[src/rtl/hvac_pkg.sv]
// Shared types and default timing for the HVAC plant scheduler.
package hvac_pkg;
    typedef enum logic [1:0] {ST_IDLE, ST_HEAT, ST_COOL, ST_GAP} hvac_state_e;

    localparam int DEF_MIN_ON = 8;
    localparam int DEF_GAP    = 4;
endpackage

[src/rtl/rr_arbiter.sv]
// Combinational round-robin pick: first eligible zone after last_grant, wrapping.
module rr_arbiter #(
    parameter int N  = 4,
    parameter int IW = 2
) (
    input  logic [N-1:0]  eligible,
    input  logic [IW-1:0] last_grant,
    output logic [N-1:0]  winner,
    output logic          valid
);
    int j;

    // Walk from lowest to highest priority so the highest-priority hit wins.
    always_comb begin
        winner = '0;
        j      = 0;
        for (int i = N; i >= 1; i--) begin
            j = int'(last_grant) + i;
            if (j >= N) j = j - N;
            if (eligible[j[IW-1:0]]) begin
                winner             = '0;
                winner[j[IW-1:0]]  = 1'b1;
            end
        end
        valid = |eligible;
    end
endmodule

[src/rtl/hvac_scheduler.sv]
// Shares one heater/cooler plant among zones with a minimum on-time per grant
// and a forced off-gap before any heat/cool mode reversal.
module hvac_scheduler
    import hvac_pkg::*;
#(
    parameter int N_ZONES = 4,
    parameter int MIN_ON  = DEF_MIN_ON,
    parameter int GAP     = DEF_GAP
) (
    input  logic               clk,
    input  logic               rst_n,
    input  logic [N_ZONES-1:0] heat_req,
    input  logic [N_ZONES-1:0] cool_req,
    output logic [N_ZONES-1:0] grant,
    output logic               heat_en,
    output logic               cool_en,
    output logic [N_ZONES-1:0] conflict
);
    localparam int IW   = (N_ZONES > 1) ? $clog2(N_ZONES) : 1;
    localparam int CMAX = (MIN_ON > GAP) ? MIN_ON : GAP;
    localparam int CW   = $clog2(CMAX + 1);

    hvac_state_e        state_q, state_d;
    logic [CW-1:0]      cnt_q, cnt_d;
    logic [IW-1:0]      last_q, last_d;
    logic [N_ZONES-1:0] grant_d;
    logic               heat_d, cool_d;

    logic [N_ZONES-1:0] eligible, win;
    logic               win_vld, win_heat;
    logic [IW-1:0]      win_idx;

    // Zones asking for both modes are masked until one request drops.
    assign eligible = heat_req ^ cool_req;
    assign win_heat = |(win & heat_req);

    rr_arbiter #(.N(N_ZONES), .IW(IW)) u_arb (
        .eligible  (eligible),
        .last_grant(last_q),
        .winner    (win),
        .valid     (win_vld)
    );

    always_comb begin
        win_idx = '0;
        for (int i = 0; i < N_ZONES; i++)
            if (win[i]) win_idx = IW'(i);
    end

    always_comb begin
        state_d = state_q;
        cnt_d   = cnt_q;
        last_d  = last_q;
        grant_d = grant;
        heat_d  = heat_en;
        cool_d  = cool_en;
        case (state_q)
            ST_IDLE: begin
                if (win_vld) begin
                    state_d = win_heat ? ST_HEAT : ST_COOL;
                    grant_d = win;
                    heat_d  = win_heat;
                    cool_d  = !win_heat;
                    cnt_d   = CW'(MIN_ON - 1);
                    last_d  = win_idx;
                end
            end
            ST_HEAT, ST_COOL: begin
                if (cnt_q != '0) begin
                    cnt_d = cnt_q - 1'b1;
                end else if (win_vld && (win_heat == (state_q == ST_HEAT))) begin
                    // Same mode: hand the plant over without switching it off.
                    grant_d = win;
                    cnt_d   = CW'(MIN_ON - 1);
                    last_d  = win_idx;
                end else begin
                    state_d = ST_GAP;
                    grant_d = '0;
                    heat_d  = 1'b0;
                    cool_d  = 1'b0;
                    cnt_d   = CW'(GAP - 1);
                end
            end
            default: begin
                if (cnt_q != '0) cnt_d = cnt_q - 1'b1;
                else             state_d = ST_IDLE;
            end
        endcase
    end

    always_ff @(posedge clk or negedge rst_n) begin
        if (!rst_n) begin
            state_q  <= ST_IDLE;
            cnt_q    <= '0;
            last_q   <= IW'(N_ZONES - 1);
            grant    <= '0;
            heat_en  <= 1'b0;
            cool_en  <= 1'b0;
            conflict <= '0;
        end else begin
            state_q  <= state_d;
            cnt_q    <= cnt_d;
            last_q   <= last_d;
            grant    <= grant_d;
            heat_en  <= heat_d;
            cool_en  <= cool_d;
            conflict <= heat_req & cool_req;
        end
    end
endmodule

[config.mk]
export PLATFORM = sky130hd
export DESIGN_NAME = hvac_scheduler
export DESIGN_NICKNAME = d
export VERILOG_FILES = /design/src/rtl/hvac_pkg.sv /design/src/rtl/rr_arbiter.sv /design/src/rtl/hvac_scheduler.sv
export SDC_FILE = /design/constraint.sdc
export NUM_CORES = 1
export LEC_CHECK = 0
export ABC_AREA = 1
export CAP_MARGIN = 40
export CORE_MARGIN = 5
export CORE_UTILIZATION = 45
export CTS_BUF_LIST = sky130_fd_sc_hd__clkbuf_4 sky130_fd_sc_hd__clkbuf_8 sky130_fd_sc_hd__clkbuf_16
export DETAILED_ROUTE_END_ITERATION = 7
export PLACE_DENSITY = 0.77
export SYNTH_ARGS = -nofsm -noshare
export SYNTH_HDL_FRONTEND = slang
export SYNTH_HIERARCHICAL = 1
export SYNTH_SLANG_ARGS = --single-unit
[constraint.sdc]
create_clock -name clk -period 4.49 [get_ports clk]
set_input_delay 1.347 -clock clk [delete_from_list [all_inputs] [get_ports clk]]
set_output_delay 1.347 -clock clk [all_outputs]
set_load 0.005 [all_outputs]
==> summary.txt, run 1 <==
Outcome
  • Status: finished, final reports clean

Worst setup path
  • Critical Path Source Type: input port
  • Worst R2R Setup Slack: 1770 ps
  • Req. time, crit path: 4710 ps
  • Worst path cell trace: clkdlybuf4s50_1 > ha_1 > nand2_1 > nand3_1 > nand2_2 > nand2_1 > inv_1 > nand2_1 > nand2_1 > nand2_1 > nand2_1 > nand2_1 > nor2_2 > nand2_1 > nand2_1 > nand2_1 > nand2_1 > nand2_2 > o21ai_1
  • Slowest cell on crit path: clkdlybuf4s50_1
  • Reg-to-Reg Start: last_q[0]$_DFFE_PN1P_
  • Reg-to-Reg End: grant[1]$_DFFE_PN0P_
  • Register-to-Register Path Depth: 19
  • WS Path Type: input port to flop
  • CP arrival: 3690 ps
  • Setup crit end kind: flop
  • Max stage delay on crit path: 450 ps
  • Crit-path max FO: 8
  • Most used cell, CP: nand2_1

Final layout
  • Final net count: 237
  • Layout cells sized above 1: 14.2%
  • Number of diodes: 0
  • Area growth syn-to-layout: 19.5%
  • Post-route insts no fill: 245
  • # fillers: 291
  • Fin util: 55.0%

Routing
  • DRT antenna net count: 0
  • Post-route DRC violation count: 0
  • Starting DRT DRC Count: 37
  • DR pass1 iterations: 4
  • Routed vias/inst: 5.22
  • Routed WL: 2840 um
  • DR vias: 1279
  • Routed WL per cell: 11.6 um

Floorplanning
  • Die W: 65.2 um
  • Die height: 65.2 um
  • Die area: 4250 um^2
  • Core ar.: 2980 um^2
  • Io pins: 20
  • Starting Density: 46.0%
  • Site row count: 20

Clocking
  • CTS tree: done
  • Root buf cell: clkbuf_4
  • Worst skew pair latency: 300 ps
  • Clk buf depth: 2
  • # hold bufs at CTS: 0
  • Total CTS buffers: 3
  • CTS clk-pin slew, worst paths: 110 ps
  • Post-CTS Resized: 0
  • H-tree level count: 1
  • Sink Count: 18
  • Post-CTS setup buffers: 0

Yosys
  • Top cell type's share of synthesized area: 29.2%
  • Sequential fraction of the synthesis area: 33.1%
  • Synth Instances: 189
  • Post-Syn Nets: 213
  • Fraction of registers with async set/reset: 100%
  • Most frequent cell after synthesis: nand2_1
  • Largest area contributor in the netlist: dfrtp_1
  • Ys Warns: 6
  • Distinct cell type count after synthesis: 24
  • Avg Synthesized Cell Area: 7.25 um^2
  • Post-Synthesis Cell Area: 1370 um^2
  • Synth top area cells: dfrtp_1 (29%), nand2_1 (18%), ha_1 (13%)
  • Dominant synthesized flop cell: dfrtp_1
  • Leading cell types by count after synthesis: nand2_1 (66), inv_1 (20), dfrtp_1 (16), nand3_1 (16), ha_1 (14)
  • EDFF count, synth: 0
  • FF+latch count, synth: 18

Place
  • PortBufs: 19
  • GP Congestion: 0.951
  • Post-Place Cells: 241
  • DP Wirelength: 2240 um

STA
  • Fin. Hold Viols: 0
  • Post-route minimum period: 3470 ps
  • Count of endpoints failing setup in the final report: 0
  • Slew margin rel.: 47.4%
  • Crit share post-route: 77.3%
  • WHS: 494 ps
  • Setup Skew: 5.91 ps
  • RSZ-0062 raised after global routing: no
  • Slew Limit Fails: 0
  • Worst-margin pin slew: 787 ps
  • Max Clk Rate: 288 MHz
  • Fin Setup TNS: 0 ps

Flow run
  • Max-cap violations: 0

GRT
  • Initial antenna violation count: 0
  • Vias in the first global route: 1265
  • GRT Overall Usage: 15.4%
  • First-pass GRT wire length: 5220 um
  • Grt total ovfl: 0
  • Largest net degree at the start of global routing: 19

Worst hold path
  • Worst hold path depth: 2
  • Critical hold path startpoint: grant[0]$_DFFE_PN0P_
  • WHS Endpoint: grant[0]$_DFFE_PN0P_
  • Worst Hold Class: flop to flop
==> final cells by class <==
type	count	area [um^2]	share of cell area (%)
multi-input cells	144	816	49.8
flip-flops and latches	18	453	27.7
repair buffers	19	190	11.6
inverters	27	101	6.19
well taps	33	41.3	2.52
clock buffers	4	36.3	2.22
==> registers in the layout, indices dropped and copies added (netlist names) <==
signal    flops
conflict      4
cnt_q         4
last_q        2
cool_en       1
heat_en       1
grant         4
state_q       2
==> metrics by stage <==
| stage | cell area [um^2] | setup WS (ps) |
|---|---|---|
| floorplan | 1370 | 1520 |
| global placement | 1600 | 795 |
| CTS | 1640 | 1070 |
| detailed placement | 1600 | 784 |
| global route | 1640 | 759 |
| finish | 1640 | 1020 |
==> cell usage in the layout (no fill, tap or decap), drive strengths merged <==
cell / n
nand2: 74
inv: 25
clkdlybuf4s50: 19
nand3: 19
o21ai: 18
dfrtp: 16
ha: 14
nor2: 10
a21oi: 5
clkbuf: 4
dfstp: 2
clkinv: 2
o21a: 1
nand4: 1
xor2: 1
or4: 1
==> how the worst max path moves through the flow <==
stage,from,to,slack [ps],depth (start not counted)
2_1_floorplan,heat_req[1],last_q[1]$_DFFE_PN1P_,1520,18
3_3_place_gp,heat_req[1],last_q[0]$_DFFE_PN1P_,800,18
3_5_place_dp,heat_req[1],last_q[0]$_DFFE_PN1P_,780,19
4_1_cts,heat_req[1],last_q[0]$_DFFE_PN1P_,1070,18
5_1_grt,heat_req[1],cnt_q[2]$_DFFE_PN0P_,760,18
6_report,heat_req[1],grant[1]$_DFFE_PN0P_,1020,19
==> kinds of logic after synthesis <==
| group | share of synthesized area [%] |
|---|---|
| AO/OA/AOI/OAI | 11.1 |
| XOR/XNOR | 0.639 |
| adder cells (fa/ha/maj) | 12.8 |
| buffers and inverters | 7.40 |
| flip-flops | 33.1 |
| AND/OR/NAND/NOR | 35.0 |
==> critical path, delay by kind of cell <==
| kind | cells | cell delay [ps] |
|---|---|---|
| buffers and inverters | 2 | 500 |
| and+or+nand+nor | 15 | 1340 |
| AOI/OAI and AO/OA | 1 | 140 |
| adders and majority gates | 1 | 360 |
==> per-layer routing <==
metal  wire [um]  vias up  track usage (%)
li1            -      646                -
met4          66        0             5.70
met3         147        9             3.93
met5           0        -                0
met2        1220       35             24.9
met1        1410      589             19.7
Power of run 1 is not shown: default switching activity piles up to over one toggle a cycle in this logic, so the estimate is an artifact.
==> run 2, diff against run 1 <==
==> constraint.sdc (replaced) <==
create_clock -name clk -period 3.41 [get_ports clk]
set_input_delay 1.023 -clock clk [delete_from_list [all_inputs] [get_ports clk]]
set_output_delay 1.023 -clock clk [all_outputs]
set_load 0.005 [all_outputs]
==> summary.txt, run 2 (synthesis results as in run 1) <==
Clocking
  • Post-CTS Resized: 0
  • Root buf cell: clkbuf_4
  • Sink Count: 18
  • Clk buf depth: 2
  • CTS clk-pin slew, worst paths: 120 ps
  • Worst skew pair latency: 310 ps
  • Post-CTS setup buffers: 0
  • # hold bufs at CTS: 0
  • CTS tree: done
  • H-tree level count: 1
  • Total CTS buffers: 3

Worst hold path
  • Worst Hold Class: flop to flop
  • Worst hold path depth: 2
  • Critical hold path startpoint: grant[2]$_DFFE_PN0P_
  • WHS Endpoint: grant[2]$_DFFE_PN0P_

STA
  • Slew Limit Fails: 0
  • Crit share post-route: 90.1%
  • Worst-margin pin slew: 831 ps
  • Setup Skew: 6.76 ps
  • RSZ-0062 raised after global routing: no
  • Post-route minimum period: 3070 ps
  • Count of endpoints failing setup in the final report: 0
  • Fin Setup TNS: 0 ps
  • Fin. Hold Viols: 0
  • Slew margin rel.: 44.4%
  • Max Clk Rate: 325 MHz

Worst setup path
  • Worst path cell trace: clkdlybuf4s50_1 > ha_1 > nand2_1 > nand3_1 > nand2_2 > o21ai_0 > inv_1 > nand2_1 > nand2_1 > nand2_1 > nand2_1 > nor2_2 > nand2_1 > nand2_1 > nand2_1 > nand2_1 > nand2_2 > o21ai_1
  • Worst R2R Setup Slack: 730 ps
  • Critical Path Source Type: input port
  • WS Path Type: input port to flop
  • Register-to-Register Path Depth: 19
  • Slowest cell on crit path: clkdlybuf4s50_1
  • CP arrival: 3320 ps
  • Max stage delay on crit path: 440 ps
  • Crit-path max FO: 8
  • Reg-to-Reg Start: last_q[0]$_DFFE_PN1P_
  • Reg-to-Reg End: last_q[0]$_DFFE_PN1P_
  • Req. time, crit path: 3660 ps
  • Setup crit end kind: flop
  • Most used cell, CP: nand2_1

Routing
  • Starting DRT DRC Count: 40
  • Routed vias/inst: 5.08
  • DRT antenna net count: 0
  • Post-route DRC violation count: 0
  • Routed WL: 2890 um
  • DR vias: 1244
  • Routed WL per cell: 11.8 um
  • DR pass1 iterations: 5

Final layout
  • Number of diodes: 0
  • Area growth syn-to-layout: 19.5%
  • Layout cells sized above 1: 14.2%
  • Final net count: 237
  • Most common cell after layout, fill and taps aside: nand2_1
  • Most frequent cells in the layout: nand2_1 (66), inv_1 (20), clkdlybuf4s50_1 (19)
  • Biggest regs: cnt_q: 4 flops, conflict: 4 flops, grant: 4 flops

GRT
  • Grt total ovfl: 0
  • Met3 usage: 2.05%
  • Initial antenna violation count: 0
  • Vias in the first global route: 1233
  • Met1 Track Usage GR: 19.1%
  • Largest net degree at the start of global routing: 19
  • First-pass GRT wire length: 5090 um
  • GR peak layer: met2
  • GRT Overall Usage: 15.0%
  • Met2 Track Usage GR: 25.5%

Place
  • GP Congestion: 0.951
  • PortBufs: 19
  • DP Wirelength: 2280 um

Outcome
  • Status: finished, final reports clean

Flow run
  • Max-cap violations: 0

Floorplanning
  • Starting Density: 46.0%
  • Io pins: 20
  • Die area: 4250 um^2
  • Site row count: 20
  • Die height: 65.2 um
  • Die W: 65.2 um
  • Core ar.: 2980 um^2
## run 2: stage by stage
stage               setup slack, ps  instance area [um^2]  utilization [%]  instances  hold slack, ps
detailed placement             32.2                  1600             53.8        241             467
global route                   71.1                  1640             55.0        245             544
finish                          336                  1640             55.0        245             499
global placement               38.3                  1600             53.8        241             475
floorplan                       760                  1370                -        189             473
CTS                             350                  1640             55.0        245             507
## run 2: worst max path at each step
stage                      from                endpoint  slack (ps)  cells past startpoint
floorplan           heat_req[1]   last_q[1]$_DFFE_PN1P_         760                     18
global placement    heat_req[1]   last_q[0]$_DFFE_PN1P_          40                     18
global route        heat_req[1]  state_q[0]$_DFFE_PN0P_          70                     17
finish              heat_req[1]   last_q[0]$_DFFE_PN1P_         340                     18
detailed placement  heat_req[1]   last_q[0]$_DFFE_PN1P_          30                     19
CTS                 heat_req[1]   last_q[0]$_DFFE_PN1P_         350                     19
## run 2: final cells by class
type | instances | area [um^2]
tap | 33 | 41.3
fill | 283 | 1340
sequential | 18 | 453
timing repair buffer | 19 | 190
multi-input combinational | 144 | 816
inverter | 27 | 101
clock buffer | 4 | 36.3
## run 2: layer usage
metal | vias to the layer above | wire [um]
li1 | 647 | -
met1 | 555 | 1380
met2 | 37 | 1300
met3 | 5 | 147
met4 | 0 | 53
met5 | - | 0
## run 2: critical path: cells and delay by family
family	cells	cell delay, ps
AO/OA/AOI/OAI	2	340
AND/OR/NAND/NOR	13	1110
adder cells (fa/ha/maj)	1	350
buffers and inverters	2	500
Power of run 2 is left out for the same reason.
